===== src/rtl/div_signed_frontend.sv =====
// Signed wrapper for the unsigned pipelined divider: takes |x| and |y|, paces dv pulses, keeps per-request sign/zero tags in order.
// Latency is 1 + divider latency + 1. Requests stall on the issue gap or a full tag FIFO; results cannot be backpressured.
module div_signed_frontend #(
  parameter int XDW       = 16,
  parameter int YDW       = 16,
  parameter int ISSUE_GAP = 16,
  parameter int TAG_DEPTH = 4
) (
  input  logic           clk_i,
  input  logic           rst_i,
  input  logic [XDW-1:0] s_x_i,
  input  logic [YDW-2:0] s_y_i,
  input  logic           s_valid_i,
  output logic           s_ready_o,
  output logic [XDW-1:0] div_x_o,
  output logic [YDW-1:0] div_y_o,
  output logic           div_dv_o,
  input  logic [XDW-1:0] div_q_i,
  input  logic           div_dv_i,
  output logic [XDW-1:0] m_q_o,
  output logic           m_valid_o,
  output logic [1:0]     m_flags_o,
  output logic           err_o
);

  localparam int AW = $clog2(TAG_DEPTH);
  localparam int GW = $clog2(ISSUE_GAP + 1);
  localparam logic [XDW-1:0] Q_MAX    = {1'b0, {(XDW-1){1'b1}}};
  localparam logic [XDW-1:0] Q_MIN    = {1'b1, {(XDW-1){1'b0}}};
  localparam logic [AW:0]    CNT_FULL = (AW+1)'(TAG_DEPTH);
  localparam logic [AW:0]    CNT_ONE  = (AW+1)'(1);
  localparam logic [AW-1:0]  PTR_ONE  = AW'(1);
  localparam logic [GW-1:0]  GAP_LOAD = GW'(ISSUE_GAP - 1);
  localparam logic [GW-1:0]  GAP_ONE  = GW'(1);

  typedef struct packed {
    logic xneg;
    logic dz;
    logic neg;
  } tag_t;

  logic [GW-1:0]  gap_cnt;
  logic [AW:0]    fifo_count;
  logic [AW-1:0]  wr_ptr;
  logic [AW-1:0]  rd_ptr;
  tag_t           tag_mem [TAG_DEPTH];
  tag_t           push_tag;
  tag_t           head_tag;
  logic           accept;
  logic           pop;
  logic [XDW-1:0] x_mag;
  logic [YDW-2:0] y_mag;

  assign s_ready_o = (gap_cnt == '0) && (fifo_count != CNT_FULL);
  assign accept    = s_valid_i && s_ready_o;
  // A result with no outstanding tag is never paired with a same-cycle push.
  assign pop       = div_dv_i && (fifo_count != '0);

  assign x_mag = s_x_i[XDW-1] ? -s_x_i : s_x_i;
  assign y_mag = s_y_i[YDW-2] ? -s_y_i : s_y_i;

  assign push_tag.xneg = s_x_i[XDW-1];
  assign push_tag.dz   = (s_y_i == '0);
  assign push_tag.neg  = s_x_i[XDW-1] ^ s_y_i[YDW-2];
  assign head_tag      = tag_mem[rd_ptr];

  always_ff @(posedge clk_i) begin
    if (accept) begin
      tag_mem[wr_ptr] <= push_tag;
    end
  end

  always_ff @(posedge clk_i) begin
    if (rst_i) begin
      gap_cnt    <= '0;
      fifo_count <= '0;
      wr_ptr     <= '0;
      rd_ptr     <= '0;
      div_x_o    <= '0;
      div_y_o    <= '0;
      div_dv_o   <= 1'b0;
      m_q_o      <= '0;
      m_valid_o  <= 1'b0;
      m_flags_o  <= '0;
      err_o      <= 1'b0;
    end else begin
      div_dv_o  <= accept;
      m_valid_o <= pop;

      if (accept) begin
        div_x_o <= x_mag;
        div_y_o <= {1'b0, y_mag};
        gap_cnt <= GAP_LOAD;
        wr_ptr  <= wr_ptr + PTR_ONE;
      end else if (gap_cnt != '0) begin
        gap_cnt <= gap_cnt - GAP_ONE;
      end

      if (accept && !pop) begin
        fifo_count <= fifo_count + CNT_ONE;
      end else if (pop && !accept) begin
        fifo_count <= fifo_count - CNT_ONE;
      end

      if (pop) begin
        rd_ptr <= rd_ptr + PTR_ONE;
        // Zero-divide results are discarded; only x = MIN, y = -1 can exceed MAX unsigned.
        if (head_tag.dz) begin
          m_q_o     <= head_tag.xneg ? Q_MIN : Q_MAX;
          m_flags_o <= 2'b01;
        end else if (!head_tag.neg && (div_q_i > Q_MAX)) begin
          m_q_o     <= Q_MAX;
          m_flags_o <= 2'b10;
        end else begin
          m_q_o     <= head_tag.neg ? -div_q_i : div_q_i;
          m_flags_o <= 2'b00;
        end
      end

      if (div_dv_i && (fifo_count == '0)) begin
        err_o <= 1'b1;
      end
    end
  end

endmodule


===== config.mk =====
export PLATFORM = sky130hd
export DESIGN_NAME = div_signed_frontend
export DESIGN_NICKNAME = d
export VERILOG_FILES = /design/src/rtl/div_signed_frontend.sv
export SDC_FILE = /design/constraint.sdc
export NUM_CORES = 1
export LEC_CHECK = 0
export ABC_AREA = 1
export ABC_CLOCK_PERIOD_IN_PS = 5700
export CORE_MARGIN = 2
export CORE_UTILIZATION = 54
export CTS_CLUSTER_DIAMETER = 200
export DETAILED_ROUTE_END_ITERATION = 10
export GPL_TIMING_DRIVEN = 0
export PLACE_DENSITY = 0.86
export SLEW_MARGIN = 20
export SYNTH_ARGS = -nofsm -noshare
export SYNTH_HDL_FRONTEND = slang
export SYNTH_SLANG_ARGS = --single-unit

===== constraint.sdc =====
create_clock -name clk_i -period 5.7 [get_ports clk_i]
set_input_delay 0.855 -clock clk_i [delete_from_list [all_inputs] [get_ports clk_i]]
set_output_delay 0.855 -clock clk_i [all_outputs]
set_load 0.1 [all_outputs]

Word-level counts from Yosys, hierarchy flattened
Memory sizes are Yosys's and may differ from the RTL's. A register that Yosys moved wholly into a read port is not among the register bits.
Index checks and enable logic that the tools add are counted.
{ "totals": {"n_memories": 1, "out_inout_bits": 54, "ram_bits": 12, "regBits": 64, "wordCells": 58} }
{ "memory_table": {"columns": ["name", "words", "width", "rd", "rd_ports_with_merged_regs", "write_ports", "line_no", "text"], "rows": [
  ["tag_mem", 4, 3, 1, 1, 1, "46", "tag_t tag_mem [TAG_DEPTH];"]
]} }
{ "op_classes": {"bitwise_logic": 1, "n_eq_ne": 1, "muxes": 16, "magnitude_cmp": 1, "addsub": 8, "n_reduce_logical": 18} }
{ "op_table": {"columns": ["cell", "count"], "rows": [
  ["two-way mux 16 bit", 5],
  ["negation 16 bit", 2],
  ["> comparator 16 x 15 -> 1 bit, second input constant", 1],
  ["zero test 15 bit", 1],
  ["two-way mux 15 bit", 1],
  ["negation 15 bit", 1],
  ["two-way mux 2 bit", 4],
  ["two-way mux 4 bit", 2],
  ["logical AND 1 bit", 7],
  ["two-way mux 3 bit", 2],
  ["zero test 5 bit", 1],
  ["nonzero test 5 bit", 1],
  ["subtractor 5 x 1 -> 5 bit, second input constant", 1],
  ["adder 2 x 1 -> 2 bit, second input constant", 2],
  ["nonzero test 2 bit", 2],
  ["adder 3 x 1 -> 3 bit, second input constant", 1],
  ["zero test 1 bit", 3],
  ["zero test 3 bit", 1],
  ["inequality test 3 bit, second input constant", 1],
  ["nonzero test 3 bit", 1],
  ["subtractor 3 x 1 -> 3 bit, second input constant", 1],
  ["two-way mux 1 bit", 2],
  ["OR reduction 2 bit", 1],
  ["bitwise XOR 1 bit", 1]
]} }

Depth between registers and ports, before layout
Gate-level depths: netlist of the first run.
{ "depth": {"depth_word": 7, "mapped_depth": 14, "mapped_depth_nobuf": 13} }

Worst setup path before layout of the first run
Ideal clock, no wire load.
{ "synth_timing": {"kind": "reg-to-reg", "from": "reg gap_cnt[0]", "to": "reg fifo_count[2]", "setup_ps": 122, "period_less_slack_ps": 2793, "setup_slack_ps": 2907, "path_stages_with_launch": 15, "t_required_ps": 5578, "arrival_ps": 2671, "cell_sequence": "dfxtp_1 inv_1 ha_1 nand3_4 a31oi_4 nand2_4 buf_6 inv_1 ha_1 inv_1 fa_1 a21oi_1 o21ai_0 o21ai_0 a21oi_1"} }
{ "synth_via": {"elab_chain_len": 6, "elab_cells_between_ends": 8, "cone_classes": "mux (1); reduce/logical (7)"} }
{ "synth_rtl": {"columns": ["element", "line_no", "text"], "rows": [
  ["start: declaration", "42", "logic [GW-1:0] gap_cnt;"],
  ["start signal: assignment", "96", "gap_cnt <= gap_cnt - GAP_ONE;"],
  ["zero test 5 bit *", "54", "assign s_ready_o = (gap_cnt == '0) && (fifo_count != CNT_FULL);"],
  ["logical AND 1 bit *", "54", null],
  ["named net s_ready_o", "14", "output logic s_ready_o,"],
  ["logical AND 1 bit *", "55", "assign accept = s_valid_i && s_ready_o;"],
  ["named net accept", "49", "logic accept;"],
  ["zero test 1 bit", "101", "end else if (pop && !accept) begin"],
  ["logical AND 1 bit", "101", null],
  ["nonzero test 2 bit (no source line)", null, null],
  ["end signal: assignment", "100", "fifo_count <= fifo_count + CNT_ONE;"],
  ["end signal: assignment", "102", "fifo_count <= fifo_count - CNT_ONE;"],
  ["end: declaration", "43", "logic [AW:0] fifo_count;"]
]} }
Mark *: on every way through the listed nets, which the timed path passes. The rest lies on a longest branch.
A chain may end at the register's enable or synchronous reset.

Final worst setup path of the first run
{ "layout_timing": {"from": "reg gap_cnt[0]", "to": "out s_ready_o"} }
{ "layout_via": {"elab_chain_len": 2} }
{ "layout_rtl": {"columns": ["element", "line_no"], "rows": [
  ["zero test 5 bit", "54"],
  ["logical AND 1 bit", "54"],
  ["end: declaration", "14"]
]} }
Every way passes these cells.

==> reports/results.ini, run 1 <==
[outcome]
status = finished, final reports clean

[worst_setup_path]
worstSetupPathType = flop to output port
critical_path.cell_chain = inv_1 > ha_1 > nand3_4 > a31oi_4 > clkdlybuf4s50_1
crit_path_max_incr_delay_ns = 1.16
worst_path_max_delay_cell = clkdlybuf4s50_1
end_kind = output port
required_ns = 4.85
cp.arrival_ns = 2.52
cp-start-kind = flop
reg2regPathDepth = 14
worstPathMaxFanout = 6

[cts]
post-cts-setup-buffer-count = 0
ctsHtreeMaxLevel = 3
cts_tree = done
cts_hold_buf = 0
clock_latency_ns = 0.35
cts-root-buf = clkbuf_8
cts_num_sinks = 78
clockBufferDepth = 2
clkTransAtPathRegs_ns = 0.08
cts_made_buffers = 9
ctsResizeCount = 0

[logic_synthesis]
synth-seq-area-share_pct = 38.6
yosysWarnings = 0
synth_area_leaders = dfxtp_1 (30%), nand2_1 (12%), edfxtp_1 (8.3%), inv_1 (6.0%), nand3_1 (5.3%)
synthArstFlopShare_pct = 0
syn-instance-count = 588
syn-cell-area_mm2 = 0.00436
synth.cells.most_frequent = nand2_1 (142), inv_1 (70), dfxtp_1 (66)
synth_edf_count = 12
yosysMostFrequentCell = nand2_1
synth_cell_type_count = 44
synth_ff_type = dfxtp_1
synth_seq_cells = 78
avgSynthCellArea_um2 = 7.41
syn_nets = 650
synth_top_cell_by_area = dfxtp_1
synth_top_area_share_pct = 30.3

[timing]
slew_violations = 0
setup_viol = 0
hold_viol = 0
rsz0062_at_grt = no
finalClockSkew_ns = 0.0132
period_share_pct = 59.2
final.min_clock_period_ns = 3.38
setup_tns_ns = 0
worst_slew_pin_slew_ns = 1.02
max_freq_ghz = 0.296
slew_headroom_pct = 32.0

[floorplanning]
placementRows = 32
start_util_pct = 56.1
dieArea_mm2 = 0.00880
core_mm2 = 0.00777
io_pins = 105
die_h_um = 93.8
die_x_um = 93.8

[layout]
drive_above_1_share_pct = 12.3
antenna_cells = 0
stdcell_count = 808
utilization_pct = 73.0
layout.nets = 763
synthToLayoutAreaGrowth_pct = 30.1

[power]
power_leakage_uw = 0.00240
ir_worst_vdd_mv = 0.300
power.total_uw = 3010
powerDensity_mw_per_mm2 = 531

[global_route]
grt_use_total_pct = 25.9
grt_max_degree = 14
grt_pass1_wl_um = 18200
antenna_found_initial = 0
overflow = 0
grt_pass1_vias = 4155

[routing]
first_pass_iters = 5
antenna_left = 0
drc = 0
via_per_inst = 5.25
dr.first_iter.drc_count = 267
routedWlPerCell_um = 13.5
wirelength_um = 10900
vias = 4241

[place]
place_inst = 792
io_buffer_count = 102
hpwl_um = 8430
place.gp.congestion = 0.906

[hold_path]
hold_class = flop to flop
holdPathStages = 2

[run]
max_cap_violations = 0

[cells in the final DEF, fill, tap and decap left out, types with 4 or more instances in the layout]
cell type,n
clkdlybuf4s50_1,102
ha_1,10
nand3_1,46
nand4_1,5
buf_6,8
xor2_1,9
a21oi_2,9
or2_2,9
nand2_1,142
o21ai_1,25
nor3_1,4
nor2_1,45
inv_1,70
clkbuf_1,6
nand2_2,23
clkbuf_8,9
a21oi_1,26
dfxtp_1,66
o21ai_0,24
edfxtp_1,12
o211ai_1,9
[cell type report]
type	count	area, um^2
multi-input cells	415	2220
fillers	611	2100
flip-flops and latches	78	1680
repair buffers	102	1020
inverters	75	287
plain buffers	20	164
well taps	102	128
clock buffers	9	124
clock inverters	7	40.0
[where the power goes]
| group | internal [uW] | switching, uW |
|---|---|---|
| combinational | 507 | 1350 |
| sequential | 707 | 92.6 |
| clock | 154 | 205 |
| total | 1370 | 1650 |
[final timing paths]
kind / from / slack [ns] / end
worst max-delay path: gap_cnt[0]$_SDFFE_PP0P_ / 2.32 / s_ready_o
worst min-delay path: div_x_o[3]$_SDFFE_PP0P_ / 0.45 / div_x_o[3]$_SDFFE_PP0P_
worst max register to register: gap_cnt[0]$_SDFFE_PP0P_ / 3.17 / fifo_count[2]$_SDFFE_PP0P_
worst min register to register: div_x_o[3]$_SDFFE_PP0P_ / 0.45 / div_x_o[3]$_SDFFE_PP0P_
[cell families (layout without fill, tap and decap cells)]
family	count (synthesis)	after routing	synth area share, %
other cells	1	1	0.0861
buf+inv	95	213	10.3
flops	78	78	38.6
compound gates	107	107	15.4
fa+ha+maj	11	11	3.33
xor+xnor	10	10	2.01
simple gates	286	286	30.2
[registers in the layout, indices dropped and copies added (netlist names), named ones only]
name	count
div_dv_o	1
div_x_o	16
div_y_o	15
err_o	1
fifo_count	3
gap_cnt	5
m_flags_o	2
m_q_o	16
m_valid_o	1
rd_ptr	2
tag_mem	12
wr_ptr	2
[stage by stage]
| step | instance area [um^2] | setup slack [ns] | hold slack [ns] |
|---|---|---|---|
| after floorplan | 4360 | 2.91 | 0.437 |
| after global placement | 5510 | 2.74 | 0.432 |
| after detailed placement | 5510 | 2.71 | 0.437 |
| after CTS | 5670 | 2.32 | 0.453 |
| after global routing | 5670 | 2.21 | 0.468 |
| final | 5670 | 2.32 | 0.452 |
[routing by layer]
| metal | up-vias | track usage, % | part of all wire [%] |
|---|---|---|---|
| li1 | 2125 | - | - |
| met5 | - | 0 | 0 |
| met1 | 1951 | 31.7 | 43 |
| met2 | 146 | 44.2 | 48 |
| met3 | 19 | 5.94 | 7.1 |
| met4 | 0 | 9.90 | 2.1 |
[critical path, delay by kind of cell (launching register included)]
kind | cells | cell delay, ns
AOI/OAI and AO/OA | 1 | 0.20
and+or+nand+nor | 1 | 0.12
DFF | 1 | 0.32
adders and majority gates | 1 | 0.22
buffers and inverters | 2 | 1.31
(Power assumes the default switching activity.)
==> inputs of run 2 (changes only) <==
--- a/config.mk
+++ b/config.mk
@@ -6,13 +6,13 @@
 export NUM_CORES = 1
 export LEC_CHECK = 0
 export ABC_AREA = 1
-export ABC_CLOCK_PERIOD_IN_PS = 5700
+export ABC_CLOCK_PERIOD_IN_PS = 3200
 export CORE_MARGIN = 2
-export CORE_UTILIZATION = 54
+export CORE_UTILIZATION = 50
 export CTS_CLUSTER_DIAMETER = 200
 export DETAILED_ROUTE_END_ITERATION = 10
 export GPL_TIMING_DRIVEN = 0
-export PLACE_DENSITY = 0.86
+export PLACE_DENSITY = 0.8
 export SLEW_MARGIN = 20
 export SYNTH_ARGS = -nofsm -noshare
 export SYNTH_HDL_FRONTEND = slang
==> constraint.sdc (replaced) <==
create_clock -name clk_i -period 3.2 [get_ports clk_i]
set_input_delay 0.48 -clock clk_i [delete_from_list [all_inputs] [get_ports clk_i]]
set_output_delay 0.48 -clock clk_i [all_outputs]
set_load 0.1 [all_outputs]
==> reports/results.ini, run 2 (synthesis results as in run 1) <==
[layout]
fillerInstances = 727  ; +19%
multiInputGateArea_mm2 = 0.00222  ; unchanged
postLayoutCellArea_mm2 = 0.00569  ; +0.40%
final_common_cell = nand2_1
antenna_cells = 0  ; unchanged
utilization_pct = 66.2  ; -6.8 points
final_cell_mix = nand2_1 (142), clkdlybuf4s50_1 (102), inv_1 (70), dfxtp_1 (66), nand3_1 (46)
stdcell_count = 814  ; +0.74%
regArea_mm2 = 0.00168  ; unchanged
reg_top3 = div_x_o x16, m_q_o x16, div_y_o x15
drive_above_1_share_pct = 12.5  ; +0.14 points
layout.nets = 763  ; unchanged
synthToLayoutAreaGrowth_pct = 30.6

[place]
place_inst = 798  ; +0.76%
place.gp.congestion = 0.867  ; -4.4%
io_buffer_count = 102  ; unchanged
hpwl_um = 8200  ; -2.7%
place_area_mm2 = 0.00551  ; +0.14%

[timing]
hold_slack_ns = 0.451  ; -0.00156 ns
final.min_clock_period_ns = 3.05
slew_headroom_pct = 32.5  ; +0.48 points
max_freq_ghz = 0.328
rsz0062_at_grt = no
finalClockSkew_ns = 0.0108  ; -0.00240 ns
slew_violations = 0  ; unchanged
period_share_pct = 95.2
setup_viol = 0  ; unchanged
worst_slew_pin_slew_ns = 1.01  ; -0.00711 ns
hold_viol = 0  ; unchanged
setup_tns_ns = 0  ; unchanged

[routing]
first_pass_iters = 5  ; unchanged
dr.first_iter.drc_count = 182  ; -32%
via_per_inst = 5.18  ; -1.3%
drc = 0  ; unchanged
wirelength_um = 11000  ; +0.22%
vias = 4216  ; -0.59%
routedWlPerCell_um = 13.5  ; -0.52%
antenna_left = 0  ; unchanged

[floorplanning]
io_pins = 105  ; unchanged
die_x_um = 97.3  ; +3.8%
dieArea_mm2 = 0.00948  ; +7.7%
placementRows = 34  ; +6.3%
die_h_um = 97.3  ; +3.8%
start_util_pct = 50.7  ; -5.4 points
core_mm2 = 0.00859  ; +11%

[cts]
cts_tree = done
cts_num_sinks = 78  ; unchanged
cts-root-buf = clkbuf_8
post-cts-setup-buffer-count = 0  ; unchanged
cts_made_buffers = 9  ; unchanged
clockBufferDepth = 2  ; unchanged
clock_latency_ns = 0.36  ; about the same
ctsResizeCount = 0  ; unchanged
ctsHtreeMaxLevel = 3  ; unchanged
clkTransAtPathRegs_ns = 0.08  ; about the same
cts_hold_buf = 0  ; unchanged

[hold_path]
min_to = div_y_o[5]$_SDFFE_PP0P_
hold_class = flop to flop
holdPathStages = 2  ; unchanged
hold_start = div_y_o[5]$_SDFFE_PP0P_

[worst_setup_path]
reg2regPathDepth = 14  ; unchanged
required_ns = 2.72  ; -2.13 ns
worstPathMaxFanout = 6  ; unchanged
r2r_setup_slack_ns = 0.59  ; -2.58 ns
cp-start-kind = flop
worstSetupPathType = flop to output port
r2r_end = fifo_count[2]$_SDFFE_PP0P_
end_kind = output port
cp.arrival_ns = 2.57  ; +0.05 ns
r2r_start = gap_cnt[0]$_SDFFE_PP0P_

[power]
ir_worst_vdd_mv = 0.520  ; +73%
powerDensity_mw_per_mm2 = 950  ; +79%
power_leakage_uw = 0.00241  ; +0.47%

[global_route]
grt_pass1_wl_um = 18400  ; +1.2%
grt_pass1_vias = 4115  ; -0.96%
grt_use_total_pct = 23.5  ; -2.4 points
antenna_found_initial = 0  ; unchanged
grt_max_degree = 14  ; unchanged
overflow = 0  ; unchanged

[run]
max_cap_violations = 0  ; unchanged

[outcome]
status = finished, final reports clean

run 2: changes by cell type in the layout (fill, tap and decap cells not counted), sizes merged:
cell / previous run / this run
inv: 76 / 75
clkinvlp: 3 / 2
clkinv: 3 / 1
clkbuf: 15 / 19
run 2: where the power goes:
group | internal (uW) | switching [uW] | leakage [uW]
logic | 902 | 2400 | 0.00167
clock network | 324 | 360 | 0.0000857
registers | 1260 | 163 | 0.000653
run 2: routing by layer:
layer | track usage, % | vias up | part of all wire [%]
li1 | - | 2123 | -
met1 | 27.0 | 1937 | 43
met2 | 41.5 | 137 | 49
met3 | 6.83 | 19 | 6.9
met4 | 8.33 | 0 | 1.7
met5 | 0 | - | 0
run 2: metrics by stage:
step | setup WS (ns) | total power, uW
4_1_cts | 0.147 | 5420
6_report | 0.153 | 5410
5_1_grt | 0.0989 | 5690
3_3_place_gp | 0.561 | 4660
3_5_place_dp | 0.530 | 4720
2_1_floorplan | 0.407 | 3990
run 2: area by class of cell:
type,count,area share [%]
multi-input cells,415,39.1
clock buffers,13,2.79
inverters,75,5.03
plain buffers,20,2.88
flip-flops and latches,78,29.5
well taps,108,2.37
clock inverters,3,0.352
repair buffers,102,17.9
run 2: worst max path at each step:
stage | startpoint | to | slack (ns) | cells after the start
finish | gap_cnt[0]$_SDFFE_PP0P_ | s_ready_o | 0.15 | 5
global route | gap_cnt[0]$_SDFFE_PP0P_ | s_ready_o | 0.1 | 5
CTS | gap_cnt[0]$_SDFFE_PP0P_ | s_ready_o | 0.15 | 5
detailed placement | gap_cnt[0]$_SDFFE_PP0P_ | s_ready_o | 0.53 | 5
global placement | gap_cnt[0]$_SDFFE_PP0P_ | s_ready_o | 0.56 | 5
floorplan | gap_cnt[0]$_SDFFE_PP0P_ | fifo_count[2]$_SDFFE_PP0P_ | 0.41 | 14
run 2: worst max-delay path: stages, from the launching register on:
cell             delay, ns
dfxtp_1               0.33
inv_1                 0.14
ha_1                  0.22
nand3_4               0.12
a31oi_4               0.23
clkdlybuf4s50_1       1.18
==> inputs of run 3 (changes only) <==
--- a/config.mk
+++ b/config.mk
@@ -6,7 +6,7 @@
 export NUM_CORES = 1
 export LEC_CHECK = 0
 export ABC_AREA = 1
-export ABC_CLOCK_PERIOD_IN_PS = 3200
+export ABC_CLOCK_PERIOD_IN_PS = 3100
 export CORE_MARGIN = 2
 export CORE_UTILIZATION = 50
 export CTS_CLUSTER_DIAMETER = 200
==> constraint.sdc (replaced) <==
create_clock -name clk_i -period 3.1 [get_ports clk_i]
set_input_delay 0.465 -clock clk_i [delete_from_list [all_inputs] [get_ports clk_i]]
set_output_delay 0.465 -clock clk_i [all_outputs]
set_load 0.1 [all_outputs]
==> results of run 3 <==
Same layout as run 2 (identical final DEF). Status: finished, final reports clean.
Main changes from that run: setup slack after placement 0.530 ns -> 0.445 ns; setup slack after layout 0.153 ns -> 0.0677 ns; register-to-register setup slack 0.59 ns -> 0.49 ns; total power 5410 uW -> 5580 uW; worst IR drop on VDD 0.520 mV -> 0.537 mV
